===== src/rtl/axi_lite_pkg.sv =====
// Shared definitions for the AXI4-Lite register slave: response codes,
// register offsets, FSM state types and the byte-strobe merge helper.
package axi_lite_pkg;

   localparam logic [1:0] RESP_OKAY   = 2'd0;
   localparam logic [1:0] RESP_SLVERR = 2'd2;

   localparam logic [7:0] ADDR_CTRL    = 8'h00;
   localparam logic [7:0] ADDR_DATA_IN = 8'h04;
   localparam logic [7:0] ADDR_STATUS  = 8'h08;
   localparam logic [7:0] ADDR_RESULT  = 8'h0C;

   // Widest bus the merge helper handles; narrower buses are zero-extended.
   localparam int unsigned MAX_DATA_WIDTH = 64;
   localparam int unsigned MAX_STRB_WIDTH = MAX_DATA_WIDTH / 8;

   typedef enum logic [1:0] {
      W_IDLE      = 2'd0,
      W_HAVE_ADDR = 2'd1,
      W_HAVE_DATA = 2'd2,
      W_RESP      = 2'd3
   } wstate_e;

   typedef enum logic {
      R_IDLE = 1'b0,
      R_DATA = 1'b1
   } rstate_e;

   function automatic logic [MAX_DATA_WIDTH-1:0] merge_strb(
      input logic [MAX_DATA_WIDTH-1:0] old_v,
      input logic [MAX_DATA_WIDTH-1:0] new_v,
      input logic [MAX_STRB_WIDTH-1:0] strb
   );
      logic [MAX_DATA_WIDTH-1:0] res;
      res = old_v;
      for (int i = 0; i < int'(MAX_STRB_WIDTH); i++) begin
         if (strb[i]) begin
            res[8*i +: 8] = new_v[8*i +: 8];
         end else begin
            res[8*i +: 8] = old_v[8*i +: 8];
         end
      end
      return res;
   endfunction

endpackage


===== src/rtl/axi_lite_regslave.sv =====
// AXI4-Lite slave with CTRL/DATA_IN/STATUS/RESULT accumulator registers.
// Define AXI_REGSLAVE_ERR_RESP_EN to return SLVERR for undecoded or read-only accesses.
module axi_lite_regslave
   import axi_lite_pkg::*;
#(
   parameter int DATA_WIDTH = 32,
   parameter int ADDR_WIDTH = 8,
   parameter int RESP_WIDTH = 3
) (
   input  logic                      s_axi_aclk,
   input  logic                      s_axi_aresetn,
   input  logic [ADDR_WIDTH-1:0]     s_axi_awaddr,
   input  logic                      s_axi_awvalid,
   output logic                      s_axi_awready,
   input  logic [DATA_WIDTH-1:0]     s_axi_wdata,
   input  logic [DATA_WIDTH/8-1:0]   s_axi_wstrb,
   input  logic                      s_axi_wvalid,
   output logic                      s_axi_wready,
   output logic [RESP_WIDTH-1:0]     s_axi_bresp,
   output logic                      s_axi_bvalid,
   input  logic                      s_axi_bready,
   input  logic [ADDR_WIDTH-1:0]     s_axi_araddr,
   input  logic                      s_axi_arvalid,
   output logic                      s_axi_arready,
   output logic [DATA_WIDTH-1:0]     s_axi_rdata,
   output logic [RESP_WIDTH-1:0]     s_axi_rresp,
   output logic                      s_axi_rvalid,
   input  logic                      s_axi_rready
);

   localparam int STRB_WIDTH = DATA_WIDTH / 8;
   localparam logic [ADDR_WIDTH-1:0] A_CTRL    = ADDR_WIDTH'(ADDR_CTRL);
   localparam logic [ADDR_WIDTH-1:0] A_DATA_IN = ADDR_WIDTH'(ADDR_DATA_IN);
   localparam logic [ADDR_WIDTH-1:0] A_STATUS  = ADDR_WIDTH'(ADDR_STATUS);
   localparam logic [ADDR_WIDTH-1:0] A_RESULT  = ADDR_WIDTH'(ADDR_RESULT);

   wstate_e                 wstate_q;
   logic                    awready_q, wready_q, bvalid_q;
   logic [RESP_WIDTH-1:0]   bresp_q;
   logic [ADDR_WIDTH-1:0]   awaddr_q;
   logic [DATA_WIDTH-1:0]   wdata_q;
   logic [STRB_WIDTH-1:0]   wstrb_q;

   rstate_e                 rstate_q;
   logic                    arready_q, rvalid_q;
   logic [DATA_WIDTH-1:0]   rdata_q;
   logic [RESP_WIDTH-1:0]   rresp_q;

   logic                    acc_en_q, acc_en_d;
   logic [DATA_WIDTH-1:0]   data_in_q, data_in_d;
   logic [DATA_WIDTH-1:0]   result_q, result_d;
   logic                    overflow_q, overflow_d;
   logic [15:0]             wcount_q, wcount_d;

   logic                    aw_hs, w_hs;
   logic                    wr_fire;
   logic [ADDR_WIDTH-1:0]   wr_addr;
   logic [DATA_WIDTH-1:0]   wr_data;
   logic [STRB_WIDTH-1:0]   wr_strb;
   logic                    wr_is_ctrl, wr_is_data;
   logic [RESP_WIDTH-1:0]   wr_resp;
   logic [DATA_WIDTH-1:0]   ctrl_merged, data_merged;
   logic [DATA_WIDTH:0]     acc_sum;
   logic [DATA_WIDTH-1:0]   rd_data;
   logic [RESP_WIDTH-1:0]   rd_resp;

   assign aw_hs = s_axi_awvalid & awready_q;
   assign w_hs  = s_axi_wvalid & wready_q;

   // Select the address/data halves of the write that completes this cycle.
   always_comb begin
      wr_fire = 1'b0;
      wr_addr = awaddr_q;
      wr_data = wdata_q;
      wr_strb = wstrb_q;
      case (wstate_q)
         W_IDLE: begin
            wr_addr = s_axi_awaddr;
            wr_data = s_axi_wdata;
            wr_strb = s_axi_wstrb;
            wr_fire = aw_hs & w_hs;
         end
         W_HAVE_ADDR: begin
            wr_data = s_axi_wdata;
            wr_strb = s_axi_wstrb;
            wr_fire = w_hs;
         end
         W_HAVE_DATA: begin
            wr_addr = s_axi_awaddr;
            wr_fire = aw_hs;
         end
         default: begin
            wr_fire = 1'b0;
         end
      endcase
   end

   assign wr_is_ctrl  = (wr_addr == A_CTRL);
   assign wr_is_data  = (wr_addr == A_DATA_IN);
   assign ctrl_merged = DATA_WIDTH'(merge_strb(MAX_DATA_WIDTH'(acc_en_q), MAX_DATA_WIDTH'(wr_data),
                                               MAX_STRB_WIDTH'(wr_strb)));
   assign data_merged = DATA_WIDTH'(merge_strb(MAX_DATA_WIDTH'(data_in_q), MAX_DATA_WIDTH'(wr_data),
                                               MAX_STRB_WIDTH'(wr_strb)));
   assign acc_sum     = {1'b0, result_q} + {1'b0, data_merged};

`ifdef AXI_REGSLAVE_ERR_RESP_EN
   assign wr_resp = (wr_is_ctrl | wr_is_data) ? RESP_WIDTH'(RESP_OKAY) : RESP_WIDTH'(RESP_SLVERR);
`else
   assign wr_resp = RESP_WIDTH'(RESP_OKAY);
`endif

   // Register file next state; CLR wins over accumulation.
   always_comb begin
      acc_en_d   = acc_en_q;
      data_in_d  = data_in_q;
      result_d   = result_q;
      overflow_d = overflow_q;
      wcount_d   = wcount_q;
      if (wr_fire && wr_is_ctrl) begin
         acc_en_d = ctrl_merged[0];
         wcount_d = wcount_q + 16'd1;
         if (ctrl_merged[1]) begin
            result_d   = '0;
            overflow_d = 1'b0;
         end else begin
            result_d   = result_q;
         end
      end else if (wr_fire && wr_is_data) begin
         data_in_d = data_merged;
         wcount_d  = wcount_q + 16'd1;
         if (acc_en_q) begin
            result_d   = acc_sum[DATA_WIDTH-1:0];
            overflow_d = overflow_q | acc_sum[DATA_WIDTH];
         end else begin
            result_d   = result_q;
         end
      end else begin
         wcount_d = wcount_q;
      end
   end

   // Register file state.
   always_ff @(posedge s_axi_aclk or negedge s_axi_aresetn) begin
      if (!s_axi_aresetn) begin
         acc_en_q   <= 1'b0;
         data_in_q  <= '0;
         result_q   <= '0;
         overflow_q <= 1'b0;
         wcount_q   <= 16'd0;
      end else begin
         acc_en_q   <= acc_en_d;
         data_in_q  <= data_in_d;
         result_q   <= result_d;
         overflow_q <= overflow_d;
         wcount_q   <= wcount_d;
      end
   end

   // Write channel FSM with registered ready/valid/response outputs.
   always_ff @(posedge s_axi_aclk or negedge s_axi_aresetn) begin
      if (!s_axi_aresetn) begin
         wstate_q  <= W_IDLE;
         awready_q <= 1'b0;
         wready_q  <= 1'b0;
         bvalid_q  <= 1'b0;
         bresp_q   <= '0;
         awaddr_q  <= '0;
         wdata_q   <= '0;
         wstrb_q   <= '0;
      end else begin
         case (wstate_q)
            W_IDLE: begin
               if (aw_hs && w_hs) begin
                  wstate_q  <= W_RESP;
                  awready_q <= 1'b0;
                  wready_q  <= 1'b0;
                  bvalid_q  <= 1'b1;
                  bresp_q   <= wr_resp;
               end else if (aw_hs) begin
                  wstate_q  <= W_HAVE_ADDR;
                  awaddr_q  <= s_axi_awaddr;
                  awready_q <= 1'b0;
                  wready_q  <= 1'b1;
               end else if (w_hs) begin
                  wstate_q  <= W_HAVE_DATA;
                  wdata_q   <= s_axi_wdata;
                  wstrb_q   <= s_axi_wstrb;
                  awready_q <= 1'b1;
                  wready_q  <= 1'b0;
               end else begin
                  awready_q <= 1'b1;
                  wready_q  <= 1'b1;
               end
            end
            W_HAVE_ADDR: begin
               if (w_hs) begin
                  wstate_q <= W_RESP;
                  wready_q <= 1'b0;
                  bvalid_q <= 1'b1;
                  bresp_q  <= wr_resp;
               end
            end
            W_HAVE_DATA: begin
               if (aw_hs) begin
                  wstate_q  <= W_RESP;
                  awready_q <= 1'b0;
                  bvalid_q  <= 1'b1;
                  bresp_q   <= wr_resp;
               end
            end
            W_RESP: begin
               if (s_axi_bready) begin
                  wstate_q  <= W_IDLE;
                  bvalid_q  <= 1'b0;
                  awready_q <= 1'b1;
                  wready_q  <= 1'b1;
               end
            end
            default: begin
               wstate_q  <= W_IDLE;
               awready_q <= 1'b0;
               wready_q  <= 1'b0;
               bvalid_q  <= 1'b0;
            end
         endcase
      end
   end

   // Read decode uses current register values, so a same-edge write is not visible.
   always_comb begin
      rd_data = '0;
      rd_resp = RESP_WIDTH'(RESP_OKAY);
      if (s_axi_araddr == A_CTRL) begin
         rd_data = DATA_WIDTH'(acc_en_q);
      end else if (s_axi_araddr == A_DATA_IN) begin
         rd_data = data_in_q;
      end else if (s_axi_araddr == A_STATUS) begin
         rd_data = DATA_WIDTH'({overflow_q, wcount_q});
      end else if (s_axi_araddr == A_RESULT) begin
         rd_data = result_q;
      end else begin
         rd_data = '0;
`ifdef AXI_REGSLAVE_ERR_RESP_EN
         rd_resp = RESP_WIDTH'(RESP_SLVERR);
`else
         rd_resp = RESP_WIDTH'(RESP_OKAY);
`endif
      end
   end

   // Read channel FSM; rdata/rresp are latched at the AR handshake and held.
   always_ff @(posedge s_axi_aclk or negedge s_axi_aresetn) begin
      if (!s_axi_aresetn) begin
         rstate_q  <= R_IDLE;
         arready_q <= 1'b0;
         rvalid_q  <= 1'b0;
         rdata_q   <= '0;
         rresp_q   <= '0;
      end else begin
         case (rstate_q)
            R_IDLE: begin
               if (s_axi_arvalid && arready_q) begin
                  rstate_q  <= R_DATA;
                  rdata_q   <= rd_data;
                  rresp_q   <= rd_resp;
                  rvalid_q  <= 1'b1;
                  arready_q <= 1'b0;
               end else begin
                  arready_q <= 1'b1;
               end
            end
            R_DATA: begin
               if (s_axi_rready) begin
                  rstate_q  <= R_IDLE;
                  rvalid_q  <= 1'b0;
                  arready_q <= 1'b1;
               end
            end
            default: begin
               rstate_q  <= R_IDLE;
               rvalid_q  <= 1'b0;
               arready_q <= 1'b0;
            end
         endcase
      end
   end

   assign s_axi_awready = awready_q;
   assign s_axi_wready  = wready_q;
   assign s_axi_bvalid  = bvalid_q;
   assign s_axi_bresp   = bresp_q;
   assign s_axi_arready = arready_q;
   assign s_axi_rvalid  = rvalid_q;
   assign s_axi_rdata   = rdata_q;
   assign s_axi_rresp   = rresp_q;

endmodule


===== config.mk =====
export PLATFORM = sky130hd
export DESIGN_NAME = axi_lite_regslave
export DESIGN_NICKNAME = d
export VERILOG_FILES = /design/src/rtl/axi_lite_pkg.sv /design/src/rtl/axi_lite_regslave.sv
export SDC_FILE = /design/constraint.sdc
export NUM_CORES = 1
export LEC_CHECK = 0
export ABC_CLOCK_PERIOD_IN_PS = 7200
export CAP_MARGIN = 20
export CORE_ASPECT_RATIO = 0.8
export CORE_MARGIN = 4
export CORE_UTILIZATION = 50
export DETAILED_ROUTE_END_ITERATION = 10
export PLACE_DENSITY = 0.72
export SLEW_MARGIN = 10
export SYNTH_ARGS = -nofsm -noshare
export SYNTH_HDL_FRONTEND = slang
export SYNTH_SLANG_ARGS = --single-unit
export TNS_END_PERCENT = 100

===== constraint.sdc =====
create_clock -name s_axi_aclk -period 7.2 [get_ports s_axi_aclk]
set_input_delay 1.44 -clock s_axi_aclk [delete_from_list [all_inputs] [get_ports s_axi_aclk]]
set_output_delay 1.44 -clock s_axi_aclk [all_outputs]
set_load 0.005 [all_outputs]

==> impl_metrics.sql <==
INSERT INTO impl_metrics (metric_group, metric, value, unit) VALUES
('cts', 'htreeDepth', '4', ''),
('cts', 'post_cts.resized_instances', '0', ''),
('pwr', 'worst_ir_drop_vdd', '0.2225', 'mV'),
('yosys', 'synth_area_leaders', 'sky130_fd_sc_hd__dfrtp_1 (44%), sky130_fd_sc_hd__mux2_2 (11%), sky130_fd_sc_hd__mux2i_1 (5.7%)', ''),
('placed_design', 'placed_cells', '1260', ''),
('yosys', 'synth.distinct_cells', '61', ''),
('timing', 'worst-slew-pin-transition', '1061', 'ps'),
('global_route', 'grt_start_max_net_pins', '93', ''),
('global_route', 'number_of_global_route_vias_before_repair', '7393', ''),
('setup_path', 'worst_r2r_endpoint', 'result_q[26]$_DFFE_PN0P_', ''),
('cts', 'ctsLongestPathBuffers', '2', ''),
('placed_design', 'dp_hpwl', '16130', 'um'),
('pwr', 'clock_power_share', '0.281', ''),
('layout', 'final_nets', '1127', ''),
('yosys', 'yosys.area.top_type', 'sky130_fd_sc_hd__dfrtp_1', ''),
('setup_path', 'timing.setup.critical_path_class', 'flop to flop', ''),
('yosys', 'ys.warnings.count', '0', ''),
('pwr', 'switching_share', '0.3578', ''),
('yosys', 'ys_ff_latch', '166', ''),
('hold_path', 'hold_path_startpoint', 's_axi_rdata[0]$_DFFE_PN0P_', ''),
('pwr', 'net-switching-power', '1.250', 'mW'),
('yosys', 'synth_top_flop_cell', 'sky130_fd_sc_hd__dfrtp_1', ''),
('global_route', 'grt_first_pass_wirelength', '38070', 'um'),
('timing', 'final_period_minus_worst_setup_slack', '4931', 'ps'),
('setup_path', 'r2r.worst_path.cells', '15', ''),
('floorplanning', 'fp.coreArea', '18440', 'um^2'),
('placed_design', 'number_of_buffers_inserted_by_port_buffering', '95', ''),
('detailed_routing', 'routed-via-count', '7467', ''),
('layout', 'stdcell_area', '11290', 'um^2'),
('floorplanning', 'initial_core_util', '0.5166', ''),
('setup_path', 'critical_path.max_stage_delay', '550', 'ps'),
('detailed_routing', 'wire_per_inst', '17.96', 'um'),
('timing', 'finalSetupViolations', '0', ''),
('floorplanning', 'die_height', '131.5', 'um'),
('detailed_routing', 'final_antenna_net_count', '0', ''),
('layout', 'post_route_cells_drive_above_1_share', '0.1433', ''),
('layout', 'syn2layout_area_growth', '18.56', '%'),
('pwr', 'power-per-cell-area', '309.3', 'nW/um^2'),
('setup_path', 'critical-path-slowest-cell', 'sky130_fd_sc_hd__buf_4', ''),
('setup_path', 'worst-endpoint-required', '7490', 'ps'),
('cts', 'cts.sinks', '166', ''),
('detailed_routing', 'detail_route.iter0.violations', '697', ''),
('setup_path', 'crit_chain', 'inv_1 -> ha_1 -> nor2_4 -> buf_4 -> mux2i_1 -> o21ai_0 -> ha_1 -> a21oi_1 -> o21ai_0 -> a221oi_1 -> nand4_1 -> a31oi_1 -> o21ai_0 -> xnor2_1 -> o21ai_0', ''),
('timing', 'timing.hold.ws', '466.3', 'ps'),
('yosys', 'netlist_instances', '951', ''),
('hold_path', 'worst_hold_path.num_cells', '2', ''),
('timing', 'slew_violations', '0', ''),
('layout', 'antenna_cells_inserted', '0', ''),
('setup_path', 'r2r-start', 'wstate_q[0]$_DFFE_PN0P_', ''),
('job', 'max_cap_violations', '0', ''),
('outcome', 'run_status', 'finished clean', ''),
('cts', 'post_cts_hold_buffer_count', '0', ''),
('pwr', 'internal-power', '2.244', 'mW'),
('detailed_routing', 'via_per_inst', '5.775', ''),
('timing', 'fin_setup_tns', '0', 'ps'),
('placed_design', 'placement.setup.worst_slack', '1739', 'ps'),
('timing', 'achievable-frequency', '202.8', 'MHz'),
('timing', 'max-slew-margin-rel', '0.2928', ''),
('timing', 'rsz_0062_raised_after_global_routing', 'false', ''),
('pwr', 'comb_power_share', '0.374', ''),
('placed_design', 'gp_congestion', '0.9267', ''),
('timing', 'finalCritPeriodShare', '0.6849', ''),
('layout', 'finish.cell_count_without_fillers', '1293', ''),
('cts', 'cts_tree', 'done', ''),
('yosys', 'synth_edf_count', '0', ''),
('timing', 'finalHoldViolCount', '0', ''),
('hold_path', 'worstHoldPathType', 'flop to flop', ''),
('yosys', 'synth_top_cell_area_share', '0.4360', ''),
('setup_path', 'rrSetupSlack', '2270', 'ps'),
('timing', 'final_worst_path_setup_slack', '2269', 'ps'),
('yosys', 'synth_area', '9527', 'um^2');
-- critical path, delay by kind of cell, from the launching register on --
| family | cells | cell delay, ps |
|---|---|---|
| compound gates | 7 | 1670 |
| xor+xnor | 1 | 160 |
| fa+ha+maj | 2 | 740 |
| buf+inv | 2 | 680 |
| flops | 1 | 490 |
| mux | 1 | 380 |
| simple gates | 2 | 630 |
-- cell usage after synthesis (7+ instances only) --
library cell               number
sky130_fd_sc_hd__a21oi_1       44
sky130_fd_sc_hd__nand4_1       13
sky130_fd_sc_hd__nand2_1      141
sky130_fd_sc_hd__o31ai_1       11
sky130_fd_sc_hd__and3_1        12
sky130_fd_sc_hd__ha_1          40
sky130_fd_sc_hd__a31oi_1        7
sky130_fd_sc_hd__o21ai_0      107
sky130_fd_sc_hd__clkbuf_1      32
sky130_fd_sc_hd__xor2_1        14
sky130_fd_sc_hd__inv_1         12
sky130_fd_sc_hd__nand3_1       19
sky130_fd_sc_hd__dfrtp_1      166
sky130_fd_sc_hd__mux2i_1       54
sky130_fd_sc_hd__buf_2          9
sky130_fd_sc_hd__xnor2_1       27
sky130_fd_sc_hd__nor2_1        27
sky130_fd_sc_hd__mux2_2        93
sky130_fd_sc_hd__buf_1          7
sky130_fd_sc_hd__a21o_1        20
sky130_fd_sc_hd__a22oi_1       16
-- through the flow --
stage	utilization	total power, mW
3_3_place_gp	0.5780	2.467
6_report	0.6124	3.493
4_1_cts	0.6118	3.491
5_1_grt	0.6124	3.695
2_1_floorplan	-	2.139
3_5_place_dp	0.5780	2.504
-- sequential cells by signal (all words and copies together) (netlist names) --
signal	count
data_in_q	32
result_q	32
s_axi_rdata	32
wdata_q	32
wcount_q	16
awaddr_q	8
wstrb_q	4
wstate_q	2
acc_en_q	1
overflow_q	1
rstate_q	1
s_axi_arready	1
s_axi_awready	1
s_axi_bvalid	1
s_axi_rvalid	1
s_axi_wready	1
-- power groups by stage --
stage	clock network (mW)	logic (mW)	registers, mW
global route	1.03	1.44	1.23
floorplan	0	0.948	1.19
finish	0.981	1.31	1.21
CTS	0.992	1.29	1.20
global placement	0	1.26	1.21
detailed placement	0	1.28	1.22
-- layout by cell type (no fill, tap or decap), types with 7 or more instances in the layout --
cell type / netlist / routed
sky130_fd_sc_hd__clkbuf_16: 0 / 17
sky130_fd_sc_hd__nor2_1: 27 / 27
sky130_fd_sc_hd__a21o_1: 20 / 20
sky130_fd_sc_hd__mux2i_1: 54 / 53
sky130_fd_sc_hd__nand3_1: 19 / 19
sky130_fd_sc_hd__o21ai_0: 107 / 107
sky130_fd_sc_hd__buf_4: 6 / 11
sky130_fd_sc_hd__a21oi_1: 44 / 44
sky130_fd_sc_hd__mux2_2: 93 / 93
sky130_fd_sc_hd__dfrtp_1: 166 / 166
sky130_fd_sc_hd__and3_1: 12 / 11
sky130_fd_sc_hd__nand2_1: 141 / 141
sky130_fd_sc_hd__o31ai_1: 11 / 11
sky130_fd_sc_hd__a22oi_1: 16 / 16
sky130_fd_sc_hd__ha_1: 40 / 40
sky130_fd_sc_hd__clkdlybuf4s50_1: 0 / 94
sky130_fd_sc_hd__a31oi_1: 7 / 7
sky130_fd_sc_hd__xor2_1: 14 / 14
sky130_fd_sc_hd__nand4_1: 13 / 13
sky130_fd_sc_hd__xnor2_1: 27 / 27
sky130_fd_sc_hd__inv_1: 12 / 12
-- layout make-up --
type                       instances  area (um^2)
clock buffer                      21        450.4
clock inverter                    11        173.9
fill                            1562         7148
inverter                          12        45.04
multi-input combinational        724         5120
sequential                       166         4154
tap                              253        316.6
timing repair buffer             106         1035
-- how the worst max path moves through the flow --
stage | to | slack (ps) | depth (start not counted)
3_3_place_gp | result_q[26]$_DFFE_PN0P_ | 1830 | 12
5_1_grt | result_q[26]$_DFFE_PN0P_ | 2020 | 15
4_1_cts | result_q[26]$_DFFE_PN0P_ | 2130 | 14
2_1_floorplan | result_q[27]$_DFFE_PN0P_ | 3080 | 12
3_5_place_dp | result_q[26]$_DFFE_PN0P_ | 1740 | 12
6_report | result_q[26]$_DFFE_PN0P_ | 2270 | 15
-- kinds of logic (layout without fill, tap and decap cells) --
kind of cell               count (synthesis)  after routing  synth area share
other                                      1              6         0.0003936
and+or+nand+nor                          248            248            0.1193
AOI/OAI and AO/OA                        240            240            0.1534
adders and majority gates                 41             41           0.05464
xor gates and xnor gates                  41             41           0.03769
muxes                                    148            148            0.1690
buffers and inverters                     66            150           0.02955
DFF                                      166            166            0.4360
-- metal layers --
metal | up-vias | GRT usage | share of wire
li1 | 3556 | - | -
met1 | 3678 | 0.3337 | 0.51
met2 | 215 | 0.3269 | 0.43
met3 | 18 | 0.04164 | 0.049
met4 | 0 | 0.04603 | 0.0091
met5 | - | 0 | 0
No activity file was read; power rests on OpenSTA's default activity.
==> RTL edit 1: new RTL, same settings <==
Build with the macro `AXI_REGSLAVE_ERR_RESP_EN` defined.
--- a/src/rtl/axi_lite_regslave.sv
+++ b/src/rtl/axi_lite_regslave.sv
@@ -2,2 +2,4 @@
 // Define AXI_REGSLAVE_ERR_RESP_EN to return SLVERR for undecoded or read-only accesses.
+`define AXI_REGSLAVE_ERR_RESP_EN
+
 module axi_lite_regslave
Check against the original RTL: not equivalent (a bounded check fails within 4 cycles, from zero or initial values and one cycle with s_axi_aresetn low).
==> RTL edit 1 against the original RTL <==
Power barely moved; critical path type unchanged; area after synthesis fell by 3.2%; count of clock-buffer cells in the layout rose by 2; clock power fell by 3.5%; cell area fell by 1.9%; first-iteration DRC count fell by 34%; maximum frequency fell by 7.0%; setup slack got worse by 0.37 ns; global-route usage fell by 0.65 points; clock skew fell by 0.0055 ns; routed wire length fell by 8.3%; largest cell class unchanged; sequential cell count rose by 2.
==> RTL edit 1: results (changes against the original RTL) <==
[status]
status = finished clean

[detailed_routing]
vias_per_cell = 5.627  ; -2.6%
top_layer = met4
drt-total-wl_um = 21290  ; -8.3%
wl_met2_um = 9573  ; -4.6%
routedLengthMet1_um = 10450  ; -12%
drt_iter0_drc = 457  ; -34%
dr_wl_met3_um = 873  ; -24%

[global_routing]
met2_usage_pct = 33.92  ; +1.2 points
track_usage_pct = 21.25  ; -0.65 points
grt_max_degree = 91  ; -2.2%
grt_pass1_vias = 6903  ; -6.6%
grt_pass1_wl_um = 35750  ; -6.1%
met1_usage_pct = 29.77  ; -3.6 points
grtUsageMet3_pct = 4.229  ; +0.065 points

[cells_and_area]
fillers = 1519  ; -2.8%
drive_above_1_share_pct = 11.75  ; -2.6 points
fin_cells = 1226  ; -5.2%
nNetsFinal = 1084  ; -3.8%

[logic_synthesis]
synth-xor-area-share_pct = 4.085  ; +0.32 points
synth_compound_area_share_pct = 12.99  ; -2.4 points
synth_mux_area_share_pct = 18.09  ; +1.2 points
synthAdderAreaFrac_pct = 5.645  ; +0.18 points
synthTopCellsByCount = dfrtp_1, nand2_1, o21ai_0
synthTopCellsByArea = dfrtp_1, mux2_2, mux2i_1, nand2_1, ha_1
synth_cell_type_count = 55  ; -9.8%
synthCells = 894  ; -6.0%
synth-seq-area-share_pct = 45.60  ; +2.0 points

[worst_setup_path]
crit_arrival_ns = 5.67  ; +0.45 ns
reg2regPathDepth = 16  ; +1
critPathMaxFanout = 24  ; -7.7%
r2r_slack_ns = 1.90  ; -0.37 ns
slowest_delay_ns = 0.75  ; +0.20 ns
worstReg2RegStart = wstate_q[0]
critPathCapture = overflow_q
crit_path_top_delay_cell = mux2i_2

[clock_network]
htreeDepth = 4  ; unchanged
ctsResizeCount = 0  ; unchanged
postCtsSetupRepairBufs = 0  ; unchanged

[pwr]
p_leak_nw = 5.079  ; -0.27%
peakVddDrop_mv = 0.1901  ; -15%
cell_internal_pwr_mw = 2.283  ; +1.8%

[placed_design]
hpwl_um = 14530  ; -10%
gp_congestion = 0.8637  ; -6.8%
portBuffers = 97  ; +2.1%

[timing]
slew_headroom_pct = 31.62  ; +2.3 points
worst_clock_skew_ns = 0.008257  ; -0.005534 ns

## RTL edit 1: cell types whose count changed after synthesis, moves of 7 or more
cell	before	now
o31ai_1	11	2
buf_2	9	0
a21o_1	20	13
mux2_2	93	65
mux2_1	0	34
and3_1	12	5
o21ai_0	107	85
o21ai_1	2	33
a21oi_1	44	28
## RTL edit 1: cell type report
class | count | area [um2] | share of cell area (%)
multi-input combinational | 678 | 4843 | 43.73
sequential | 168 | 4204 | 37.95
timing repair buffer | 110 | 1110 | 10.02
clock buffer | 23 | 478.0 | 4.315
tap | 230 | 287.8 | 2.598
clock inverter | 8 | 120.1 | 1.084
inverter | 9 | 33.78 | 0.3050
## RTL edit 1: metrics by stage
| step | hold slack, ns | power [mW] | setup slack, ns | area [um2] |
|---|---|---|---|---|
| 3_5_place_dp | 0.4606 | 2.541 | 1.322 | 10390 |
| 3_3_place_gp | 0.4545 | 2.500 | 1.493 | 10390 |
| 6_report | 0.4699 | 3.496 | 1.896 | 11080 |
| 4_1_cts | 0.4695 | 3.496 | 1.555 | 10990 |
| 5_1_grt | 0.5078 | 3.721 | 1.485 | 11080 |
| 2_1_floorplan | 0.4404 | 2.182 | 2.636 | 9231 |
## RTL edit 1: how the worst min path moves through the flow
stage | startpoint | to | slack (ns) | cells after the start
floorplan | rstate_q | s_axi_arready | 0.44 | 1
global placement | rstate_q | s_axi_arready | 0.45 | 1
detailed placement | rstate_q | s_axi_arready | 0.46 | 1
CTS | rstate_q | s_axi_arready | 0.47 | 1
global route | wcount_q[3] | wcount_q[3] | 0.51 | 1
finish | rstate_q | s_axi_arready | 0.47 | 1
## RTL edit 1: critical path, delay by kind of cell (launching register included)
kind            cells  cell delay (ns)
fa+ha+maj           2             0.73
simple gates        3             0.75
flops               1             0.48
mux                 1             0.75
compound gates      8             1.96
buf+inv             2             0.55
## RTL edit 1: cell families (layout without fill, tap and decap cells)
| kind of cell | after synthesis | count (layout) |
|---|---|---|
| XOR/XNOR | 43 | 43 |
| flip-flops | 168 | 168 |
| other | 1 | 4 |
| multiplexers | 153 | 153 |
| AO/OA/AOI/OAI | 204 | 204 |
| buffers and inverters | 51 | 150 |
| AND/OR/NAND/NOR | 233 | 233 |
| adder cells (fa/ha/maj) | 41 | 41 |
## RTL edit 1: power by group through the flow
stage / logic (mW) / clock network, mW / registers [mW]
after global routing: 1.45 / 0.997 / 1.27
after global placement: 1.25 / 0 / 1.25
after detailed placement: 1.28 / 0 / 1.26
after CTS: 1.29 / 0.965 / 1.24
final: 1.30 / 0.947 / 1.25
after floorplan: 0.952 / 0 / 1.23
==> RTL edit 2: new RTL, same settings <==
Without the edit above. The 4 states of `wstate_e` get a one-hot encoding in 4 bits.
--- a/src/rtl/axi_lite_pkg.sv
+++ b/src/rtl/axi_lite_pkg.sv
@@ -16,7 +16,7 @@
 
-   typedef enum logic [1:0] {
-      W_IDLE      = 2'd0,
-      W_HAVE_ADDR = 2'd1,
-      W_HAVE_DATA = 2'd2,
-      W_RESP      = 2'd3
+   typedef enum logic [3:0] {
+      W_IDLE      = 4'b0001,
+      W_HAVE_ADDR = 4'b0010,
+      W_HAVE_DATA = 4'b0100,
+      W_RESP      = 4'b1000
    } wstate_e;
Function: no difference found for any inputs over 4 cycles, from zero or initial values and one cycle with s_axi_aresetn low; so few cycles prove little.
==> RTL edit 2 against the original RTL <==
Routed wire length decreased by 7.6%; power increased by 0.30%; synthesized cell count decreased by 4.4%; maximum frequency decreased by 3.0%; highest routed layer unchanged; setup slack got worse by 0.15 ns; cell area decreased by 2.5%; via count decreased by 5.7%; largest cell class unchanged; sequential cell count increased by 2; clock power decreased by 4.9%; non-clock buffer count unchanged; sequential share of layout area increased by 1.4 points; sequential power about the same; area after synthesis decreased by 2.5%; largest power group unchanged.
==> RTL edit 2: results (changes against the original RTL) <==
[logic_synthesis]
synthTopCellsByArea = dfrtp_1, mux2_2, o21ai_0, nand2_1, mux2i_1
synthCells = 909  ; -4.4%
synth-seq-area-share_pct = 45.28  ; +1.7 points
synth_area_um2 = 9286  ; -2.5%
synthTopCellsByCount = dfrtp_1, nand2_1, o21ai_0

[status]
status = finished clean

[detailed_routing]
detailroute.via_count = 7039  ; -5.7%
wl_met2_um = 9511  ; -5.2%
routedLengthMet1_um = 10700  ; -9.6%
vias_per_cell = 5.718  ; -0.98%
drt_iter0_drc = 441  ; -37%
dr_wl_met3_um = 1085  ; -5.2%
wl_per_cell_um = 17.43  ; -2.9%

[cells_and_area]
fillers = 1499  ; -4.0%
multi_input_cells = 683  ; -5.7%
syn2layout_area_growth_pct = 18.54  ; about the same
multi_input_area_um2 = 4833  ; -5.6%
clock_area_share_pct = 5.467  ; -0.061 points
buffer_area_share_pct = 9.400  ; +0.24 points
nNetsFinal = 1082  ; -4.0%

[pwr]
cell_internal_pwr_mw = 2.253  ; +0.44%
p_leak_nw = 4.925  ; -3.3%
peakVddDrop_mv = 0.2032  ; -8.6%
comb_power_share_pct = 38.9  ; +1.5 points
total_power_mw = 3.504  ; +0.30%
power_clock_uw = 933  ; -4.9%

[hold_path]
worstHoldEndpoint = wcount_q[15]
min_delay_path_depth = 1  ; -1

[worst_setup_path]
r2r-end = result_q[29]
critPathMaxFanout = 22  ; -15%
reg2regPathDepth = 17  ; +2
r2r_slack_ns = 2.12  ; -0.15 ns
startpoint = wstate_q[1]
crit_arrival_ns = 5.38  ; +0.16 ns
crit_path_top_delay_cell = o21ai_4

[global_routing]
grt_pass1_vias = 6892  ; -6.8%
met2_usage_pct = 32.48  ; -0.21 points
grt_max_degree = 102  ; +9.7%
track_usage_pct = 20.93  ; -0.97 points
met1_usage_pct = 30.18  ; -3.2 points

[placed_design]
hpwl_um = 14720  ; -8.7%
placed_area_um2 = 10400  ; -2.5%
dpl.cell_count = 1198  ; -4.9%

[timing]
period_minus_slack_ns = 5.083  ; +0.1522 ns
worst_clock_skew_ns = 0.009533  ; -0.004258 ns
timing.hold.ws_ns = 0.4763  ; +0.009950 ns
slew_headroom_pct = 35.23  ; +5.9 points

-- RTL edit 2: cell types whose count changed in the layout (fill, tap and decap cells not counted), sizes merged, moves of 4 or more --
cell | unedited run | this run
a21o | 20 | 7
nand4 | 14 | 10
o21ai | 110 | 116
mux2 | 93 | 97
xor2 | 14 | 20
o31ai | 11 | 5
a21oi | 44 | 34
ha | 40 | 34
nand3 | 19 | 14
and2 | 6 | 2
-- RTL edit 2: kinds of logic (layout without fill, tap and decap cells) --
| logic type | count (synthesis) | in the layout | synth area share (%) |
|---|---|---|---|
| AOI/OAI and AO/OA | 216 | 216 | 13.72 |
| xor gates and xnor gates | 45 | 45 | 4.244 |
| adders and majority gates | 35 | 35 | 4.797 |
| buffers and inverters | 63 | 150 | 3.058 |
| DFF | 168 | 168 | 45.28 |
| muxes | 149 | 149 | 17.54 |
| other | 1 | 6 | 0.04038 |
| and+or+nand+nor | 232 | 232 | 11.32 |
